<file path="src/rtl/bus_interface_unit_pkg.sv">
`default_nettype none
// ============================================================================
// Module      : bus_interface_unit_pkg
// Description : Shared definitions for the core: ALU op codes and the
//               bus-interface-unit state encoding and bus-phase constants.
// Contents    : alu_op_t     - ALU operation select
//               biu_state_t  - bus interface unit FSM states
//               c_rw_read / c_rw_write - levels of the rw_pin strobe
// Revision    : 1.0 - initial release
// ============================================================================
package bus_interface_unit_pkg;

    // ALU operation select used by the execute stage.
    typedef enum logic [2:0] {
        ALU_ADD = 3'd0,
        ALU_SUB = 3'd1,
        ALU_AND = 3'd2,
        ALU_OR  = 3'd3,
        ALU_XOR = 3'd4,
        ALU_SHL = 3'd5,
        ALU_SHR = 3'd6,
        ALU_PASS = 3'd7
    } alu_op_t;

    // Bus interface unit transfer phases.
    typedef enum logic [1:0] {
        ST_IDLE = 2'd0,
        ST_ADDR = 2'd1,
        ST_DATA = 2'd2,
        ST_DONE = 2'd3
    } biu_state_t;

    // rw_pin levels; the bus idles in the read direction.
    localparam logic c_rw_read  = 1'b1;
    localparam logic c_rw_write = 1'b0;

endpackage : bus_interface_unit_pkg
`default_nettype wire

</file>
<file path="src/rtl/bus_interface_unit.sv">
`default_nettype none
// ============================================================================
// Module      : bus_interface_unit
// Description : Bridges single-cycle core requests onto a narrow multiplexed
//               pin bus: the address goes out LSB slice first with ale high,
//               followed by one data phase that may be stretched by rdy_pin
//               and is cut short by a saturating wait-state timeout.
// Ports       : clk, rst             - clock, synchronous active-high reset
//               req, we, addr, wdata - core request (sampled in IDLE)
//               busy, ack, err, rdata- core status / read data
//               pin_out, pin_oe      - multiplexed address/write-data pins
//               pin_in               - read-data pins
//               rw_pin, ale, rdy_pin - bus direction, address strobe, ready
// Revision    : 1.0 - initial release
// ============================================================================
module bus_interface_unit
    import bus_interface_unit_pkg::*;
#(
    parameter int ADDR_W   = 16,
    parameter int PIN_W    = 8,
    parameter int DATA_W   = 8,
    parameter int MAX_WAIT = 15
) (
    input  logic              clk,
    input  logic              rst,
    input  logic              req,
    input  logic              we,
    input  logic [ADDR_W-1:0] addr,
    input  logic [DATA_W-1:0] wdata,
    output logic              busy,
    output logic              ack,
    output logic              err,
    output logic [DATA_W-1:0] rdata,
    output logic [PIN_W-1:0]  pin_out,
    input  logic [PIN_W-1:0]  pin_in,
    output logic [PIN_W-1:0]  pin_oe,
    output logic              rw_pin,
    output logic              ale,
    input  logic              rdy_pin
);

    localparam int NBEATS = ADDR_W / PIN_W;
    localparam int BEAT_W = (NBEATS > 1) ? $clog2(NBEATS) : 1;
    localparam int WAIT_W = (MAX_WAIT > 0) ? $clog2(MAX_WAIT + 1) : 1;
    localparam int IDX_W  = (ADDR_W > 1) ? $clog2(ADDR_W) : 1;

    localparam logic [BEAT_W-1:0] c_last_beat = BEAT_W'(NBEATS - 1);
    localparam logic [WAIT_W-1:0] c_max_wait  = WAIT_W'(MAX_WAIT);

    generate
        if ((ADDR_W % PIN_W) != 0) begin : g_chk_addr_w
            $error("ADDR_W must be a multiple of PIN_W");
        end
        if (DATA_W != PIN_W) begin : g_chk_data_w
            $error("DATA_W must equal PIN_W");
        end
    endgenerate

    biu_state_t          r_state;
    biu_state_t          w_state_nxt;

    logic [ADDR_W-1:0]   r_addr;
    logic                r_we;
    logic [DATA_W-1:0]   r_wdata;
    logic [BEAT_W-1:0]   r_beat;
    logic [WAIT_W-1:0]   r_wait;
    logic                r_timeout;
    logic [DATA_W-1:0]   r_rdata;

    logic                w_capture;
    logic                w_beat_inc;
    logic                w_wait_inc;
    logic                w_timeout_set;
    logic                w_rdata_load;
    logic [IDX_W-1:0]    w_slice_base;

    // Bit offset of the address slice for the current beat.
    assign w_slice_base = IDX_W'(r_beat) * IDX_W'(PIN_W);

    // ------------------------------------------------------------------
    // State register
    // ------------------------------------------------------------------
    always_ff @(posedge clk) begin
        if (rst) begin
            r_state <= ST_IDLE;
        end else begin
            r_state <= w_state_nxt;
        end
    end

    // ------------------------------------------------------------------
    // Next-state and output decode
    // ------------------------------------------------------------------
    always_comb begin
        w_state_nxt   = r_state;
        w_capture     = 1'b0;
        w_beat_inc    = 1'b0;
        w_wait_inc    = 1'b0;
        w_timeout_set = 1'b0;
        w_rdata_load  = 1'b0;
        busy          = 1'b1;
        ack           = 1'b0;
        err           = 1'b0;
        pin_out       = '0;
        pin_oe        = '0;
        ale           = 1'b0;
        rw_pin        = c_rw_read;

        case (r_state)
            ST_IDLE: begin
                busy = 1'b0;
                if (req) begin
                    w_capture   = 1'b1;
                    w_state_nxt = ST_ADDR;
                end
            end

            ST_ADDR: begin
                ale     = 1'b1;
                rw_pin  = r_we ? c_rw_write : c_rw_read;
                pin_out = r_addr[w_slice_base +: PIN_W];
                if (r_beat == c_last_beat) begin
                    w_state_nxt = ST_DATA;
                end else begin
                    w_beat_inc = 1'b1;
                end
            end

            ST_DATA: begin
                rw_pin = r_we ? c_rw_write : c_rw_read;
                if (r_we) begin
                    pin_out = r_wdata;
                    pin_oe  = '1;
                end
                // The counter only advances on a stretched cycle; once it sits
                // at MAX_WAIT a further not-ready cycle ends the transfer.
                if (rdy_pin) begin
                    w_rdata_load = ~r_we;
                    w_state_nxt  = ST_DONE;
                end else if (r_wait == c_max_wait) begin
                    w_timeout_set = 1'b1;
                    w_state_nxt   = ST_DONE;
                end else begin
                    w_wait_inc = 1'b1;
                end
            end

            ST_DONE: begin
                ack         = 1'b1;
                err         = r_timeout;
                w_state_nxt = ST_IDLE;
            end

            default: begin
                w_state_nxt = ST_IDLE;
            end
        endcase
    end

    // ------------------------------------------------------------------
    // Transfer datapath registers
    // ------------------------------------------------------------------
    always_ff @(posedge clk) begin
        if (rst) begin
            r_addr    <= '0;
            r_we      <= 1'b0;
            r_wdata   <= '0;
            r_beat    <= '0;
            r_wait    <= '0;
            r_timeout <= 1'b0;
            r_rdata   <= '0;
        end else begin
            if (w_capture) begin
                r_addr    <= addr;
                r_we      <= we;
                r_wdata   <= wdata;
                r_beat    <= '0;
                r_wait    <= '0;
                r_timeout <= 1'b0;
            end
            if (w_beat_inc) begin
                r_beat <= r_beat + 1'b1;
            end
            if (w_wait_inc) begin
                r_wait <= r_wait + 1'b1;
            end
            if (w_timeout_set) begin
                r_timeout <= 1'b1;
            end
            if (w_rdata_load) begin
                r_rdata <= pin_in;
            end
        end
    end

    assign rdata = r_rdata;

endmodule : bus_interface_unit
`default_nettype wire

</file>
<file path="config.mk">
export PLATFORM = sky130hd
export DESIGN_NAME = bus_interface_unit
export DESIGN_NICKNAME = d
export VERILOG_FILES = /design/src/rtl/bus_interface_unit_pkg.sv /design/src/rtl/bus_interface_unit.sv
export SDC_FILE = /design/constraint.sdc
export NUM_CORES = 1
export LEC_CHECK = 0
export ABC_AREA = 1
export CORE_ASPECT_RATIO = 1.4
export CORE_MARGIN = 2
export CORE_UTILIZATION = 40
export CTS_CLUSTER_SIZE = 40
export DETAILED_ROUTE_END_ITERATION = 8
export PLACE_DENSITY_LB_ADDON = 0.25
export SKIP_LAST_GASP = 1
export SYNTH_ARGS = -nofsm -noshare
export SYNTH_HDL_FRONTEND = slang
export SYNTH_SLANG_ARGS = --single-unit
</file>
<file path="constraint.sdc">
create_clock -name clk -period 1.1 [get_ports clk]
set_input_delay 0.11 -clock clk [delete_from_list [all_inputs] [get_ports clk]]
set_output_delay 0.11 -clock clk [all_outputs]
set_load 0.005 [all_outputs]
</file>
After elaboration in Yosys (flattened, before gate mapping) --
Index checks and enable logic that the tools add are counted. W data, S select, Z words.
Cells by class: add/sub/neg operators 2, divide/modulo/power cells 0, shift operators 1, bitwise operators 1, $mul 0, multiplexer cells 32, reductions and logical operators 6, eq/ne operators 7, order comparisons 0
Operators with widths (count):
- $mux W8 | 3
- $mux W1 | 21
- $pmux W8 S2 | 1
- $shiftx A16 B5 Y8 | 1
- $mux W2 | 4
- $mux W4 | 2
- $pmux W2 S4 | 1
- $reduce_bool A2 Y1 | 3
- $add A4 B1 Y4 const B | 1
- $eq A2 B2 Y1 const B | 2
- $eq A4 B4 Y1 const B | 1
- $ne A2 B2 Y1 const B | 2
- $ne A3 B3 Y1 const B | 1
- $reduce_and A3 Y1 | 1
- $eq A2 B1 Y1 const B | 1
- $logic_not A2 Y1 | 1
- $reduce_or A2 Y1 | 1
- $add A1 B1 Y1 const B | 1
- $not A1 Y1 | 1
Storage, ports and cells: RAM bits 0, input bits 37, logic and storage cells 57, memories kept 0, ROM bits 0, output and inout port bits 29, bits in latches 0, bits in registers 41

Longest topological paths before layout --
Gate-level depths: netlist of run 1.
depth after elaboration 5, mapped depth 9, gate-level depth less buffers 8

Worst setup path before layout of run 1 --
Ideal clock, no wire load.
path kind register to register, start point register r_state[1], end point register r_state[1], clock period less this slack 1.231 ns, required time 0.985 ns, slack -0.131 ns, library setup time 0.115 ns, cell stages (with the launch flop) 10, data arrival time 1.116 ns, cell sequence dfxtp_1 > inv_1 > ha_1 > buf_2 > nand2_1 > nand2_1 > inv_2 > nand3_1 > nand2_1 > nor2_1
Between the ends: word-level cells in the longest chain between the ends 3, elaborated cells on any way between the ends 9
RTL lines:
- start, declared | RTL line bus_interface_unit.sv:59 | biu_state_t r_state;
- start signal, assigned | RTL line bus_interface_unit.sv:87 | r_state <= w_state_nxt;
- $eq A2 B2 Y1, or another cell as far along | RTL line bus_interface_unit.sv:109 | case (r_state)
- $ne A3 B3 Y1 (no line) / $ne A2 B2 Y1 (equally long branches)
- $reduce_and A3 Y1 (no line)
Parallel ways exist; a longest one is shown, timed or not. A chain may end at the register's enable or synchronous reset.

Final worst setup path of run 1 --
start point register r_state[0], end point output pin_out[7]
Between the ends: word-level cells in the longest chain between the ends 2, elaborated cells on any way between the ends 3
RTL lines:
- $eq A2 B2 Y1 / $eq A2 B1 Y1 (equally long branches) | RTL line bus_interface_unit.sv:109
- $pmux W8 S2 * | RTL line bus_interface_unit.sv:109
- end, declared | RTL line bus_interface_unit.sv:34 | output logic [PIN_W-1:0] pin_out,
Every way passes the cells marked *; elsewhere a longest branch is shown, timed or not.

==> flow_summary_export.csv, run 1 <==
group,metric,value,unit
pwr,power_density,2400,nW/um^2
sta,hold_slack,0.388,ns
detailed_routing,firstDrtPassIters,4,
job,cap_viol_max_count,0,
sta,worst_pin_slew,0.524,ns
global_routing,antenna_found_initial,0,
sta,period_needed,1.71,ns
cells_and_area,area_delta_synth_final,92.9,%
worst_hold_path,min_path_type,"input pin to flop",
die,num_rows,29,
sta,hold_violations,0,
setup_path,r2r_slack,-0.35,ns
clock_network,clock_latency,0.31,ns
setup_path,end_kind,"primary output",
clock_network,ctsHoldBuffers,0,
die,start_util,41.4,%
logic_synthesis,synth_cells,254,
sta,maxSlewViolCount,0,
detailed_routing,drc,0,
setup_path,cp-start-kind,"flop",
clock_network,cts_tree,"yes",
cells_and_area,nets,399,
detailed_routing,first_iter_violations,68,
logic_synthesis,yosysSeqAreaShare,43.7,%
worst_hold_path,whs_endpoint,"rdata[2]",
sta,fin_skew,0.00989,ns
logic_synthesis,yosys_register_bits,41,
cells_and_area,drive_gt1_share,51.0,%
placed_design,dpl.cell_count,387,
logic_synthesis,avgSynthCellArea,7.40,um^2
clock_network,cts.path.max_buffers,2,
sta,max_freq,586,MHz
status,violations,"negative setup slack",
detailed_routing,num_vias,2213,
sta,rsz0062_at_grt,"true",
logic_synthesis,yosysWarnings,0,
clock_network,clkTransAtPathRegs,0.08,ns
detailed_routing,finalWirelength,7290,um
setup_path,cp-startpoint,"r_state[0]",
logic_synthesis,synth_area,1880,um^2
cells_and_area,antennaDiodeCount,0,
sta,setup_viol,62,
clock_network,clock-root-buffer,"clkbuf_8",
logic_synthesis,ys_types,24,
sta,setup_tns,-17.54,ns
status,status,"complete, but fails checks",
die,coreArea,4540,um^2
clock_network,clock-sinks,41,
global_routing,grt_max_degree,38,
detailed_routing,vias_per_cell,5.28,
detailed_routing,final_antenna_net_count,0,
global_routing,grt_pass1_vias,2224,
setup_path,worst-setup-path-type,"flop to primary output",
die,dieArea,5270,um^2
placed_design,hpwl,3460,um
placed_design,gp_congestion,0.788,
pwr,ir_worst_vdd,1.03,mV
setup_path,r2r_end,"r_state[0]",
global_routing,grt_remaining_overflow,0,
sta,relSlewSlack,65.1,%
worst_hold_path,min-delay-start,"pin_in[2]",
placed_design,pre_cts_ws,-0.580,ns
sta,layout_setup_ws,-0.608,ns
die,fp.dieW,61.9,um
detailed_routing,routedWlPerCell,17.4,um
die,io_pins,66,
logic_synthesis,synth_nets,297,
setup_path,critPathArrivalTime,1.60,ns
cells_and_area,post-route-util,79.9,%
setup_path,cp_max_fo,6,
clock_network,cts_buffers,5,
pwr,p_leak,1.54,nW
setup_path,crit_required,0.99,ns
clock_network,cts.htree.levels,2,
cells_and_area,finalNonFillerCells,419,
global_routing,grtUsageTotal,26.0,%
setup_path,reg2reg_from,"r_state[0]",
placed_design,portBuffers,65,
sta,timing.final.crit_share,155,%
global_routing,grt_pass1_wl,10100,um
die,die_y,85.1,um
worst_hold_path,whs_path_depth,3,
setup_path,worstRegToRegCells,10,
cell families (layout without fill, tap and decap cells):
logic type / count (synthesis) / count (layout) / synth area share [%]
flops: 41 / 41 / 43.7
compound gates: 67 / 67 / 19.4
buf+inv: 32 / 134 / 8.99
fa+ha+maj: 6 / 6 / 3.99
simple gates: 108 / 109 / 23.9
power by group:
group	leakage (nW)	switching (mW)	internal, mW	total (mW)
clock	0.0585	0.581	0.680	1.26
combinational	1.14	2.53	2.69	5.21
sequential	0.339	0.367	1.87	2.23
total	1.54	3.47	5.23	8.71
Yosys cell counts:
cell,instances,area share [%]
nor2_1,70,14
o21ai_0,42,11
dfxtp_1,41,44
nand2_1,25,5.0
a21oi_1,13,3.5
buf_4,9,3.6
inv_2,8,1.6
o21a_1,8,3.2
ha_1,6,4.0
inv_1,6,1.2
nand3_1,6,1.6
buf_2,5,1.3
a21oi_2,2,0.93
nand4_1,2,0.67
nor2_4,2,1.2
a21boi_0,1,0.40
buf_6,1,0.60
clkbuf_1,1,0.20
clkbuf_2,1,0.27
clkinv_1,1,0.20
nand2_2,1,0.33
nand2_4,1,0.60
nand3_2,1,0.53
o21ai_1,1,0.27
stage by stage:
stage | power (mW) | instance area [um^2]
2_1_floorplan | 3.68 | 1950
3_3_place_gp | 4.86 | 2770
3_5_place_dp | 4.91 | 2770
4_1_cts | 7.81 | 3400
5_1_grt | 9.09 | 3630
6_report | 8.71 | 3630
area by class of cell:
class	instances	area, um^2
multi-input combinational	182	1340
timing repair buffer	111	1170
fill	283	910
sequential	41	831
inverter	15	96.3
tap	62	77.6
clock buffer	5	68.8
clock inverter	3	43.8
critical path, stage by stage (launching register included):
cell	delay, ns
dfxtp_4	0.38
buf_6	0.12
ha_4	0.17
o21a_1	0.16
o21ai_0	0.16
a21oi_1	0.17
buf_2	0.14
cell usage in the layout (no fill, tap or decap), types with 3 or more instances in the layout:
cell type / synthesis / final
o21ai_0: 42 / 11
nor2_1: 70 / 41
buf_16: 0 / 3
buf_12: 0 / 6
o21ai_2: 0 / 25
nand3_2: 1 / 4
buf_2: 5 / 10
ha_4: 0 / 4
dfxtp_1: 41 / 37
inv_1: 6 / 3
clkdlybuf4s50_1: 0 / 36
a21oi_2: 2 / 12
nand3_1: 6 / 3
nand2_4: 1 / 5
buf_6: 1 / 24
nor2_4: 2 / 22
a21oi_1: 13 / 3
dlygate4sd2_1: 0 / 8
nand2_1: 25 / 14
o21a_1: 8 / 8
buf_4: 9 / 20
clkbuf_8: 0 / 5
o21ai_1: 1 / 6
nand2_2: 1 / 8
nor2_2: 0 / 9
inv_4: 0 / 7
state kept, by name, indices dropped and copies added (netlist names):
name       cells
r_wdata        8
r_we           1
rdata          8
r_addr        16
r_beat         1
r_timeout      1
r_state        2
r_wait         4
layer usage:
| metal | up-vias | global-route usage (%) | routed length, um |
|---|---|---|---|
| li1 | 1032 | - | - |
| met1 | 1072 | 26.9 | 2800 |
| met2 | 81 | 45.2 | 3840 |
| met3 | 28 | 5.95 | 328 |
| met4 | 0 | 15.3 | 317 |
| met5 | - | 0 | 0 |
worst max path at each step:
stage                             to  slack [ns]
after global placement    pin_out[6]       -0.54
after global routing      pin_out[5]       -0.68
after CTS                 pin_out[5]       -0.52
final                     pin_out[7]       -0.61
after detailed placement  pin_out[7]       -0.58
after floorplan            r_addr[2]       -0.03
timing repair:
| action | CTS | global route |
|---|---|---|
| cloned | 5 | 0 |
| endpoints found under the setup margin | 70 | 62 |
| resized for setup | 218 | 62 |
| setup buffers | 18 | 4 |
| endpoints found under the hold margin | 0 | 0 |
| pin swaps | 24 | 21 |
No activity file was read; power rests on OpenSTA's default activity.
==> run 2, diff against run 1 <==
--- a/config.mk
+++ b/config.mk
@@ -13,2 +13,3 @@
 export DETAILED_ROUTE_END_ITERATION = 8
+export DONT_BUFFER_PORTS = 1
 export PLACE_DENSITY_LB_ADDON = 0.25
--- a/constraint.sdc
+++ b/constraint.sdc
@@ -3,2 +3,2 @@
 set_output_delay 0.11 -clock clk [all_outputs]
-set_load 0.005 [all_outputs]
+set_load 0.05 [all_outputs]
==> run 2 against run 1 <==
Net effect:
- the run still ends with negative setup slack left
- largest cell class unchanged
- final cell count shrank 6.0%
- sequential cell count is the same
- highest routed layer unchanged
- register-to-register slack lost 0.05 ns
- utilization shrank 8.0 points
- clock skew shrank 0.0016 ns
==> flow_summary_export.csv, run 2 (synthesized netlist as in run 1, its figures left out) <==
group,metric,value,unit
detailed_routing,firstDrtPassIters,4,
detailed_routing,final_antenna_net_count,0,
die,fp.dieW,61.9,um
setup_path,crit_required,0.99,ns
sta,max_freq,607,MHz
cells_and_area,top_register,"r_addr",
detailed_routing,finalWirelength,6190,um
sta,worst_pin_slew,0.294,ns
sta,maxSlewViolCount,0,
setup_path,end_kind,"primary output",
sta,fin_skew,0.00825,ns
cells_and_area,area_delta_synth_final,73.7,%
global_routing,antenna_found_initial,0,
cells_and_area,fillCellCount,306,
setup_path,cp_max_fo,5,
job,cap_viol_max_count,0,
cells_and_area,nets,374,
detailed_routing,routedWlPerCell,15.7,um
clock_network,clkTransAtPathRegs,0.08,ns
cells_and_area,final_cell_mix,"nor2_1 (69), dfxtp_1 (39), dlygate4sd3_1 (33)",
setup_path,cp-start-kind,"flop",
clock_network,cts_buffers,5,
clock_network,clock-root-buffer,"clkbuf_8",
placed_design,gp_congestion,0.795,
pwr,power.total,8.49,mW
status,status,"complete, but fails checks",
sta,hold_violations,0,
sta,rsz0062_at_grt,"true",
die,coreArea,4540,um^2
pwr,power_density,2600,nW/um^2
detailed_routing,first_iter_violations,131,
die,num_rows,29,
placed_design,hpwl,3510,um
placed_design,portBuffers,0,
sta,timing.final.crit_share,150,%
clock_network,clock-sinks,41,
clock_network,cts.htree.levels,2,
cells_and_area,finalNonFillerCells,394,
setup_path,worst-setup-path-type,"flop to primary output",
detailed_routing,vias_per_cell,5.04,
cells_and_area,multi_input_area,1150,um^2
status,violations,"negative setup slack",
cells_and_area,antennaDiodeCount,0,
die,die_y,85.1,um
detailed_routing,drc,0,
sta,setup_tns,-15.73,ns
cells_and_area,regArea,828,um^2
cells_and_area,drive_gt1_share,37.7,%
detailed_routing,num_vias,1985,
global_routing,grt_pass1_vias,2082,
pwr,p_leak,1.31,nW
sta,layout_setup_ws,-0.548,ns
die,start_util,41.4,%
cells_and_area,largest_reg_flops,16,
worst_hold_path,min_path_type,"input pin to flop",
die,dieArea,5270,um^2
sta,setup_viol,61,
clock_network,clock_latency,0.29,ns
sta,relSlewSlack,80.3,%
global_routing,grtUsageTotal,24.4,%
global_routing,grt_max_degree,26,
placed_design,dpl.cell_count,342,
sta,period_needed,1.65,ns
pwr,ir_worst_vdd,1.81,mV
cells_and_area,final_common_cell,"nor2_1",
die,io_pins,66,
global_routing,grt_pass1_wl,9610,um
setup_path,critPathArrivalTime,1.54,ns
clock_network,cts.path.max_buffers,2,
global_routing,grt_remaining_overflow,0,
clock_network,cts_tree,"yes",
## run 2: cell count changes in the layout (fill, tap and decap cells not counted), moves of 7 or more
cell	previous run	this run
nor2_2	9	1
nor2_1	41	69
clkdlybuf4s50_1	36	0
buf_6	24	9
o21ai_2	25	15
buf_12	6	13
a21oi_4	0	8
dlygate4sd2_1	8	0
dlygate4sd3_1	0	33
a21oi_2	12	3
o21ai_1	6	21
buf_2	10	0
nor2_4	22	2
## run 2: layout make-up
class                      instances  share of cell area, %
multi-input combinational        181                   35.4
timing repair buffer              84                   29.2
timing repair inverter             3                  0.882
tap                               62                   2.38
sequential                        41                   25.4
clock inverter                     3                   1.99
inverter                          15                   2.72
clock buffer                       5                   2.11
## run 2: routing by layer
metal	share of wire (%)	wire [um]	global-route usage, %	vias up
met3	5.3	326	6.71	11
li1	-	-	-	973
met4	2.5	153	9.48	0
met2	55	3400	42.3	72
met1	37	2310	27.1	929
met5	0	0	0	-
## run 2: critical path, cell delays in order, from the launching register on
cell,delay (ns)
dfxtp_4,0.36
buf_6,0.10
ha_4,0.15
buf_12,0.11
o21a_1,0.16
o21ai_2,0.08
a21oi_4,0.15
buf_12,0.15
## run 2: final timing paths
kind / from / end / slack, ns / cells past startpoint
max: r_state[0] / pin_out[5] / -0.55 / 7
min: wdata[3] / r_wdata[3] / 0.02 / 2
max reg2reg: r_state[0] / r_state[1] / -0.40 / 11
min reg2reg: r_timeout / r_timeout / 0.48 / 2
## run 2: timing repair
item,in CTS,in global routing
setup endpoints to repair,62,62
gates resized for setup,58,23
setup buffers,8,1
hold buffers,33,0
endpoints found under the hold margin,36,0
pin swaps,11,3
gates cloned,2,1
## run 2: report_power, final
group          switching, mW  internal (mW)
clock network          0.536          0.902
registers              0.270           1.86
logic                   2.89           2.03
total                   3.70           4.79
## run 2: metrics by stage
step	hold WS (ns)	utilization (%)	setup slack (ns)	area, um^2
finish	0.0170	72.0	-0.548	3260
global route	0.0207	72.0	-0.616	3260
CTS	0.0171	70.6	-0.537	3200
global placement	0.174	55.3	-0.231	2510
floorplan	0.172	-	-0.323	2080
detailed placement	0.176	55.3	-0.266	2510
